**src/rtl/dr_predictor.sv**
```systemverilog
// NNZ/column-delta predictor with a 2-bit confidence counter and up to four in-flight predictions.
// A flush trains once, then the remaining squashed predictions drain through RECOVER.
module dr_predictor (
  input  logic        clk,
  input  logic        rst,
  input  logic        en,
  input  logic        req_valid,
  output logic        req_ready,
  output logic        pred_valid,
  output logic [31:0] pred_nnz,
  output logic [15:0] pred_col,
  input  logic        res_valid,
  input  logic        res_flush,
  input  logic [31:0] res_nnz,
  input  logic [15:0] res_col,
  output logic [2:0]  inflight,
  output logic [15:0] flush_cnt
);

  typedef enum logic [1:0] {StIdle, StRun, StRecover} state_e;

  state_e      state_q, state_d;
  logic [2:0]  inflight_q, inflight_d;
  logic        pred_valid_q, pred_valid_d;
  logic [31:0] pred_nnz_q, pred_nnz_d;
  logic [15:0] pred_col_q, pred_col_d;
  logic [31:0] last_nnz_q, last_nnz_d;
  logic [15:0] last_col_q, last_col_d;
  logic [1:0]  conf_q, conf_d;
  logic [15:0] flush_cnt_q, flush_cnt_d;

  logic accept, res_take, train, flush_take;

  assign req_ready = rst && (state_q == StRun) && en && (inflight_q < 3'd4) &&
                     !(res_valid && res_flush);

  always_comb begin
    accept      = req_valid && req_ready;
    // Resolutions with nothing outstanding are stale and ignored entirely.
    res_take    = res_valid && (inflight_q != 3'd0);
    train       = res_take && (state_q == StRun);
    flush_take  = train && res_flush;

    inflight_d  = inflight_q;
    unique case ({accept, res_take})
      2'b10:   inflight_d = inflight_q + 3'd1;
      2'b01:   inflight_d = inflight_q - 3'd1;
      default: inflight_d = inflight_q;
    endcase

    pred_valid_d = accept;
    pred_nnz_d   = accept ? last_nnz_q : pred_nnz_q;
    pred_col_d   = accept ? last_col_q : pred_col_q;

    conf_d     = conf_q;
    last_nnz_d = last_nnz_q;
    last_col_d = last_col_q;
    if (train) begin
      last_col_d = res_col;
      if (res_nnz == last_nnz_q) begin
        if (conf_q != 2'd3) conf_d = conf_q + 2'd1;
      end else begin
        if (conf_q != 2'd0) conf_d = conf_q - 2'd1;
        else                last_nnz_d = res_nnz;
      end
    end

    flush_cnt_d = flush_cnt_q;
    if (flush_take && (flush_cnt_q != 16'hFFFF)) flush_cnt_d = flush_cnt_q + 16'd1;

    state_d = state_q;
    unique case (state_q)
      StIdle:    if (en) state_d = StRun;
      StRun: begin
        if (flush_take && (inflight_d != 3'd0))    state_d = StRecover;
        else if (!en && (inflight_q == 3'd0))      state_d = StIdle;
      end
      StRecover: if (inflight_d == 3'd0) state_d = StRun;
      default:   state_d = StIdle;
    endcase
  end

  always_ff @(posedge clk) begin
    if (!rst) begin
      state_q      <= StIdle;
      inflight_q   <= 3'd0;
      pred_valid_q <= 1'b0;
      pred_nnz_q   <= 32'd0;
      pred_col_q   <= 16'd0;
      last_nnz_q   <= 32'd0;
      last_col_q   <= 16'd0;
      conf_q       <= 2'd0;
      flush_cnt_q  <= 16'd0;
    end else begin
      state_q      <= state_d;
      inflight_q   <= inflight_d;
      pred_valid_q <= pred_valid_d;
      pred_nnz_q   <= pred_nnz_d;
      pred_col_q   <= pred_col_d;
      last_nnz_q   <= last_nnz_d;
      last_col_q   <= last_col_d;
      conf_q       <= conf_d;
      flush_cnt_q  <= flush_cnt_d;
    end
  end

  assign pred_valid = pred_valid_q;
  assign pred_nnz   = pred_nnz_q;
  assign pred_col   = pred_col_q;
  assign inflight   = inflight_q;
  assign flush_cnt  = flush_cnt_q;

endmodule

```
**config.mk**
```make
export PLATFORM = sky130hd
export DESIGN_NAME = dr_predictor
export DESIGN_NICKNAME = d
export VERILOG_FILES = /design/src/rtl/dr_predictor.sv
export SDC_FILE = /design/constraint.sdc
export NUM_CORES = 1
export LEC_CHECK = 0
export BUFFER_PORTS_ARGS = -buffer_cell sky130_fd_sc_hd__buf_2
export CAP_MARGIN = 40
export CELL_PAD_IN_SITES_DETAIL_PLACEMENT = 1
export CELL_PAD_IN_SITES_GLOBAL_PLACEMENT = 1
export CORE_ASPECT_RATIO = 0.75
export CORE_MARGIN = 5
export CORE_UTILIZATION = 42
export CTS_CLUSTER_DIAMETER = 200
export DETAILED_ROUTE_END_ITERATION = 8
export PLACE_DENSITY = 0.85
export SKIP_CTS_REPAIR_TIMING = 1
export SYNTH_ARGS = -nofsm -noshare
export SYNTH_HDL_FRONTEND = slang
export SYNTH_SLANG_ARGS = --single-unit
```
**constraint.sdc**
```tcl
create_clock -name clk -period 8.6 [get_ports clk]
set_clock_uncertainty 0.2 [all_clocks]
set_input_delay 2.58 -clock clk [delete_from_list [all_inputs] [get_ports clk]]
set_output_delay 2.58 -clock clk [all_outputs]
set_load 0.005 [all_outputs]
```
==> qor.csv, run 1 <==
metric;value;unit
status;finished clean;
synth_edf_count;0;
synth_nets;665;
yosys_most_used_dff;dfxtp_1;
synth.area.mux_share;6.52;%
final_cell_mix;nand2_1, buf_2, dfxtp_1;
post-route-util;54.6;%
drv_slew;0;
cts.htree.levels;4;
cp-end-kind;primary output;
seq_area;2400;sq um
ys_top_cells_by_area;dfxtp_1, nand2_1, xnor2_1;
synthXorXnorAreaFrac;7.61;%
hold_path_depth;2;
boundaryPins;123;
grt_pass1_wl;23.8;mm
layout_commonest_cell;nand2_1;
cap_violations;0;
seq_area_frac_synth;47.4;%
peakVddDrop;0.135;mV
synth-simple-area-share;21.9;%
p_leak;2.44;nW
slowest_delay;280;ps
grt_pass1_vias;4926;
wl_per_cell;16.6;um
drt_wl_total;14.7;mm
port_buffers;122;
crit_required;5820;ps
grt_max_degree;70;
path_clk_slew;60;ps
hold_violations;0;
drive_gt1_share;22.9;%
ys_types;46;
finalPower;1.37;mW
yosysTopAreaCell;dfxtp_1;
cp_slowest_cell;a211oi_1;
grt_usage;20.7;%
ys_seq_elements;120;
clkPwrFrac;55.0;%
num_rows;34;
power_density;214;nW/um^2
start_util;43.3;%
nets;772;
synth_top_family_by_area;simple AND/OR/NAND/NOR gates;
period_needed;6040;ps
clock_latency;410;ps
coreArea;11700;sq um
insertedDiodeCount;0;
switching_share;22.1;%
cts_sinks;120;
worstHoldEndpoint;pred_nnz[23];
grt_overflow;0;
synth_fa_ha_area_share;0.890;%
die_area;14400;sq um
cts_max_path_buffers;2;
combPwrFrac;4.1;%
drtIter0Drc;151;
rr_worst_depth;12;
path_cells;buf_2 > nand4b_1 > a211oi_1 > buf_2;
root_buffer;clkbuf_16;
tightest_slew;843;ps
crit_top_cell;buf_2;
fin_crit_sh;70.2;%
drcViolationCount;0;
setup_viol;0;
path_class;primary input to primary output;
rsz0062_at_grt;no;
synth_compound_area_share;11.6;%
ant_nets;0;
syn_area;5060;sq um
startpoint_type;primary input;
fp.dieH;105;um
vias_per_cell;5.10;
critPathArrivalTime;3260;ps
postSynthAreaPerCell;8.33;sq um
relSlewSlack;43.8;%
drtPass1Iterations;4;
cts_buffers;17;
p_switching;0.302;mW
rr_startpoint;state_q[1];
intPower;1.07;mW
synth.top_cell.area_share;47.4;%
ff2ff_setup_slack;4700;ps
hpwl;10.2;mm
antenna_found_initial;0;
setup_tns;0;ps
synth_cells;608;
async_flop_share;0;%
gp_congestion;0.822;
max_freq;0.166;GHz
multi_input_area;2460;sq um
seqPwrFrac;41.0;%
min_from;pred_nnz[23];
cts_tree;yes;
crit_fanout;2;
yosysWarnings;0;
die_w;137;um
fill_cells;1453;
min_path_type;flip-flop to flip-flop;
areaGrowthSynthToFinish;26.2;%
r2r-end;state_q[0];
vias;4541;
metrics by stage:
step | hold WS (ps) | std cells | area, sq um | setup slack, ps
4_1_cts | 257 | 890 | 6390 | 2540
5_1_grt | 270 | 890 | 6390 | 2500
3_5_place_dp | 249 | 858 | 5760 | 2420
6_report | 255 | 890 | 6390 | 2560
3_3_place_gp | 236 | 856 | 5730 | 2310
2_1_floorplan | 232 | 608 | 5060 | 2730
how the worst max path moves through the flow:
stage / start / end / slack (ps) / cells past startpoint
floorplan: rst / req_ready / 2730 / 3
global placement: rst / state_q[0] / 2310 / 13
detailed placement: rst / state_q[0] / 2420 / 13
CTS: rst / req_ready / 2540 / 4
global route: rst / req_ready / 2500 / 4
finish: rst / req_ready / 2560 / 4
layer usage:
layer	vias up	track usage [%]	share of wire (%)
li1	2238	-	-
met1	2174	25.8	44
met2	106	35.6	50
met3	23	4.23	4.1
met4	0	6.84	1.5
met5	-	0	0
worst max-delay path: cells and delay by family:
kind                   cells  cell delay [ps]
AND/OR/NAND/NOR            1              110
AO/OA/AOI/OAI              1              280
buffers and inverters      2              290
registers in the layout, indices dropped and copies added (netlist names):
name and count:
pred_valid 1, conf_q 2, flush_cnt 16, pred_nnz 32, inflight 3, last_nnz_q 32, last_col_q 16, state_q 2
pred_col 16
cell type report:
| cell class | count | share of cell area, % |
|---|---|---|
| Multi-Input combinational cell | 441 | 38.5 |
| Sequential cell | 120 | 37.6 |
| Timing Repair Buffer | 128 | 10.5 |
| Clock buffer | 17 | 6.66 |
| Tap cell | 162 | 3.17 |
| Clock inverter | 15 | 3.15 |
| Inverter | 7 | 0.411 |
synthesized netlist by cell type (3+ instances only):
master	number
a211oi_1	4
a21oi_1	73
and2_1	4
and3_1	3
buf_2	9
clkbuf_1	27
dfxtp_1	120
inv_1	7
mux2i_1	33
nand2_1	203
nand3_1	11
nand4_1	8
nor2_1	15
o21ai_0	5
or3_1	4
xnor2_1	42
cells by family after synthesis:
| kind of cell | count (synthesis) |
|---|---|
| buffers and inverters | 47 |
| xor gates and xnor gates | 44 |
| and+or+nand+nor | 262 |
| DFF | 120 |
| adders and majority gates | 3 |
| muxes | 33 |
| AOI/OAI and AO/OA | 99 |
power by group through the flow:
stage / clock network, mW / logic (mW) / registers (mW)
after floorplan: 0 / 0.0308 / 0.572
after global placement: 0 / 0.0527 / 0.572
after detailed placement: 0 / 0.0556 / 0.573
after CTS: 0.765 / 0.0564 / 0.560
after global routing: 0.793 / 0.0611 / 0.561
final: 0.752 / 0.0557 / 0.560
(Power assumes the default switching activity.)
==> run 2: changes to the inputs <==
Settings changed: CORE_UTILIZATION 42 to 39, PLACE_DENSITY 0.85 to 0.79.
Clock period 8.6 ns to 5.65 ns, I/O delays scaled along.
==> run 2 against run 1 <==
Net effect:
- utilization down 4.4 points
- sequential cell count unchanged
- final cell count up 1.2%
- critical path depth up 9
- setup slack worse by 1300 ps
- non-clock buffer count up 2
- clock power up 61%
- via count up 1.7%
- design area up 0.80%
- largest cell class unchanged
- largest power group unchanged
==> qor.csv, run 2 (synthesis gave the netlist of run 1 again) <==
metric;value;unit;change
status;finished clean;;
cp_slowest_cell;fa_1;;
cts.htree.levels;4;;unchanged
ff2ff_setup_slack;2240;ps;-2460 ps
slowest_delay;550;ps;+270 ps
tightest_slew;808;ps;-34.2 ps
drv_slew;0;;unchanged
path_class;primary input to flip-flop;;
grt_pass1_vias;4919;;-0.14%
cts_tree;yes;;
path_clk_slew;50;ps;about the same
nets;774;;+0.26%
peakVddDrop;0.194;mV;+44%
critPathArrivalTime;4470;ps;+1210 ps
fill_cells;1585;;+9.1%
cts_max_path_buffers;2;;unchanged
die_area;15400;sq um;+7.0%
drcViolationCount;0;;unchanged
fin_crit_sh;77.3;%;
start_util;39.4;%;-3.8 points
root_buffer;clkbuf_16;;
post-route-util;50.2;%;-4.4 points
seqPwrFrac;39.6;%;-1.4 points
drtIter0Drc;191;;+26%
p_leak;2.46;nW;+0.74%
finalPower;2.15;mW;+57%
rr_startpoint;state_q[1];;
seq_area;2400;sq um;unchanged
fp.dieH;109;um;+3.4%
rr_worst_depth;12;;unchanged
worstHoldEndpoint;pred_nnz[13];;
drtPass1Iterations;4;;unchanged
hold_path_depth;2;;unchanged
grt_pass1_wl;24.5;mm;+2.8%
antenna_found_initial;0;;unchanged
dpl_cell_area;5780;sq um;+0.33%
min_from;pred_nnz[13];;
gp_congestion;0.796;;-3.2%
min_path_type;flip-flop to flip-flop;;
layout_commonest_cell;nand2_1;;
coreArea;12800;sq um;+9.7%
ant_nets;0;;unchanged
setup_tns;0;ps;unchanged
vias;4620;;+1.7%
insertedDiodeCount;0;;unchanged
grt_overflow;0;;unchanged
p_switching;0.444;mW;+47%
num_rows;36;;+5.9%
intPower;1.71;mW;+60%
power_density;334;nW/um^2;+56%
postLayoutCellArea;6440;sq um;+0.80%
period_needed;4370;ps;
combPwrFrac;4.1;%;about the same
drive_gt1_share;22.7;%;-0.20 points
vias_per_cell;5.13;;+0.50%
r2r-end;state_q[0];;
wl_per_cell;16.7;um;+1.0%
rsz0062_at_grt;no;;
path_cells;buf_2 > nand4b_1 > a211oi_1 > and2_2 > clkinv_1 > buf_4 > ha_1 > fa_1 > nor3b_1 > a221o_1 > nand2_1 > a31oi_1 > o211a_1;;
die_w;142;um;+3.5%
crit_required;5760;ps;-60 ps
drt_wl_total;15.1;mm;+2.2%
port_buffers;122;;unchanged
multi_input_area;2460;sq um;unchanged
hold_violations;0;;unchanged
max_freq;0.229;GHz;
clock_latency;420;ps;about the same
grt_usage;20.3;%;-0.40 points
areaGrowthSynthToFinish;27.2;%;
cts_sinks;120;;unchanged
crit_fanout;49;;+47
cts_buffers;17;;unchanged
hpwl;10.4;mm;+1.9%
cap_violations;0;;unchanged
startpoint_type;primary input;;
grt_max_degree;70;;unchanged
cp-end-kind;flip-flop;;
setup_viol;0;;unchanged
clkPwrFrac;56.3;%;+1.3 points
final_cell_mix;nand2_1, buf_2, dfxtp_1;;
relSlewSlack;46.0;%;+2.2 points
switching_share;20.6;%;-1.4 points
boundaryPins;123;;unchanged
==> run 2: area by class of cell <==
type / count / share of cell area, %
tap: 171 / 3.32
inverter: 7 / 0.408
multi-input combinational: 441 / 38.2
clock inverter: 13 / 3.52
clock buffer: 19 / 6.72
sequential: 120 / 37.3
timing repair buffer: 130 / 10.6
==> run 2: through the flow <==
step                      std cells  setup slack, ps  hold WS (ps)
after floorplan                 608             1080           232
after global placement          867             1020           236
after detailed placement        869              831           247
after CTS                       901             1270           255
after global routing            901             1020           268
final                           901             1280           253
==> run 2: critical path: cells and delay by family <==
family / cells / cell delay (ps)
AOI/OAI and AO/OA: 4 / 940
adders and majority gates: 2 / 870
buffers and inverters: 3 / 450
and+or+nand+nor: 4 / 500
==> run 2: power groups by stage <==
| stage | Clock [mW] | Combinational (mW) | Sequential [mW] |
|---|---|---|---|
| CTS | 1.24 | 0.0894 | 0.853 |
| global placement | 0 | 0.0825 | 0.871 |
| finish | 1.21 | 0.0884 | 0.853 |
| global route | 1.28 | 0.0976 | 0.853 |
| detailed placement | 0 | 0.0882 | 0.871 |
| floorplan | 0 | 0.0469 | 0.871 |
==> run 2: worst max path at each step <==
stage	startpoint	endpoint	slack [ps]
3_3_place_gp	en	state_q[0]	1020
6_report	en	state_q[0]	1280
3_5_place_dp	en	state_q[0]	830
4_1_cts	en	state_q[0]	1270
5_1_grt	en	state_q[0]	1020
2_1_floorplan	rst	state_q[0]	1080
==> run 2: metal layers <==
metal  global-route usage, %  up-vias  wire, um
met3                    5.22       20       790
met5                       0        -         0
met2                    34.9      117      7420
met4                    6.44        0       185
met1                    25.1     2241      6670
li1                        -     2242         -
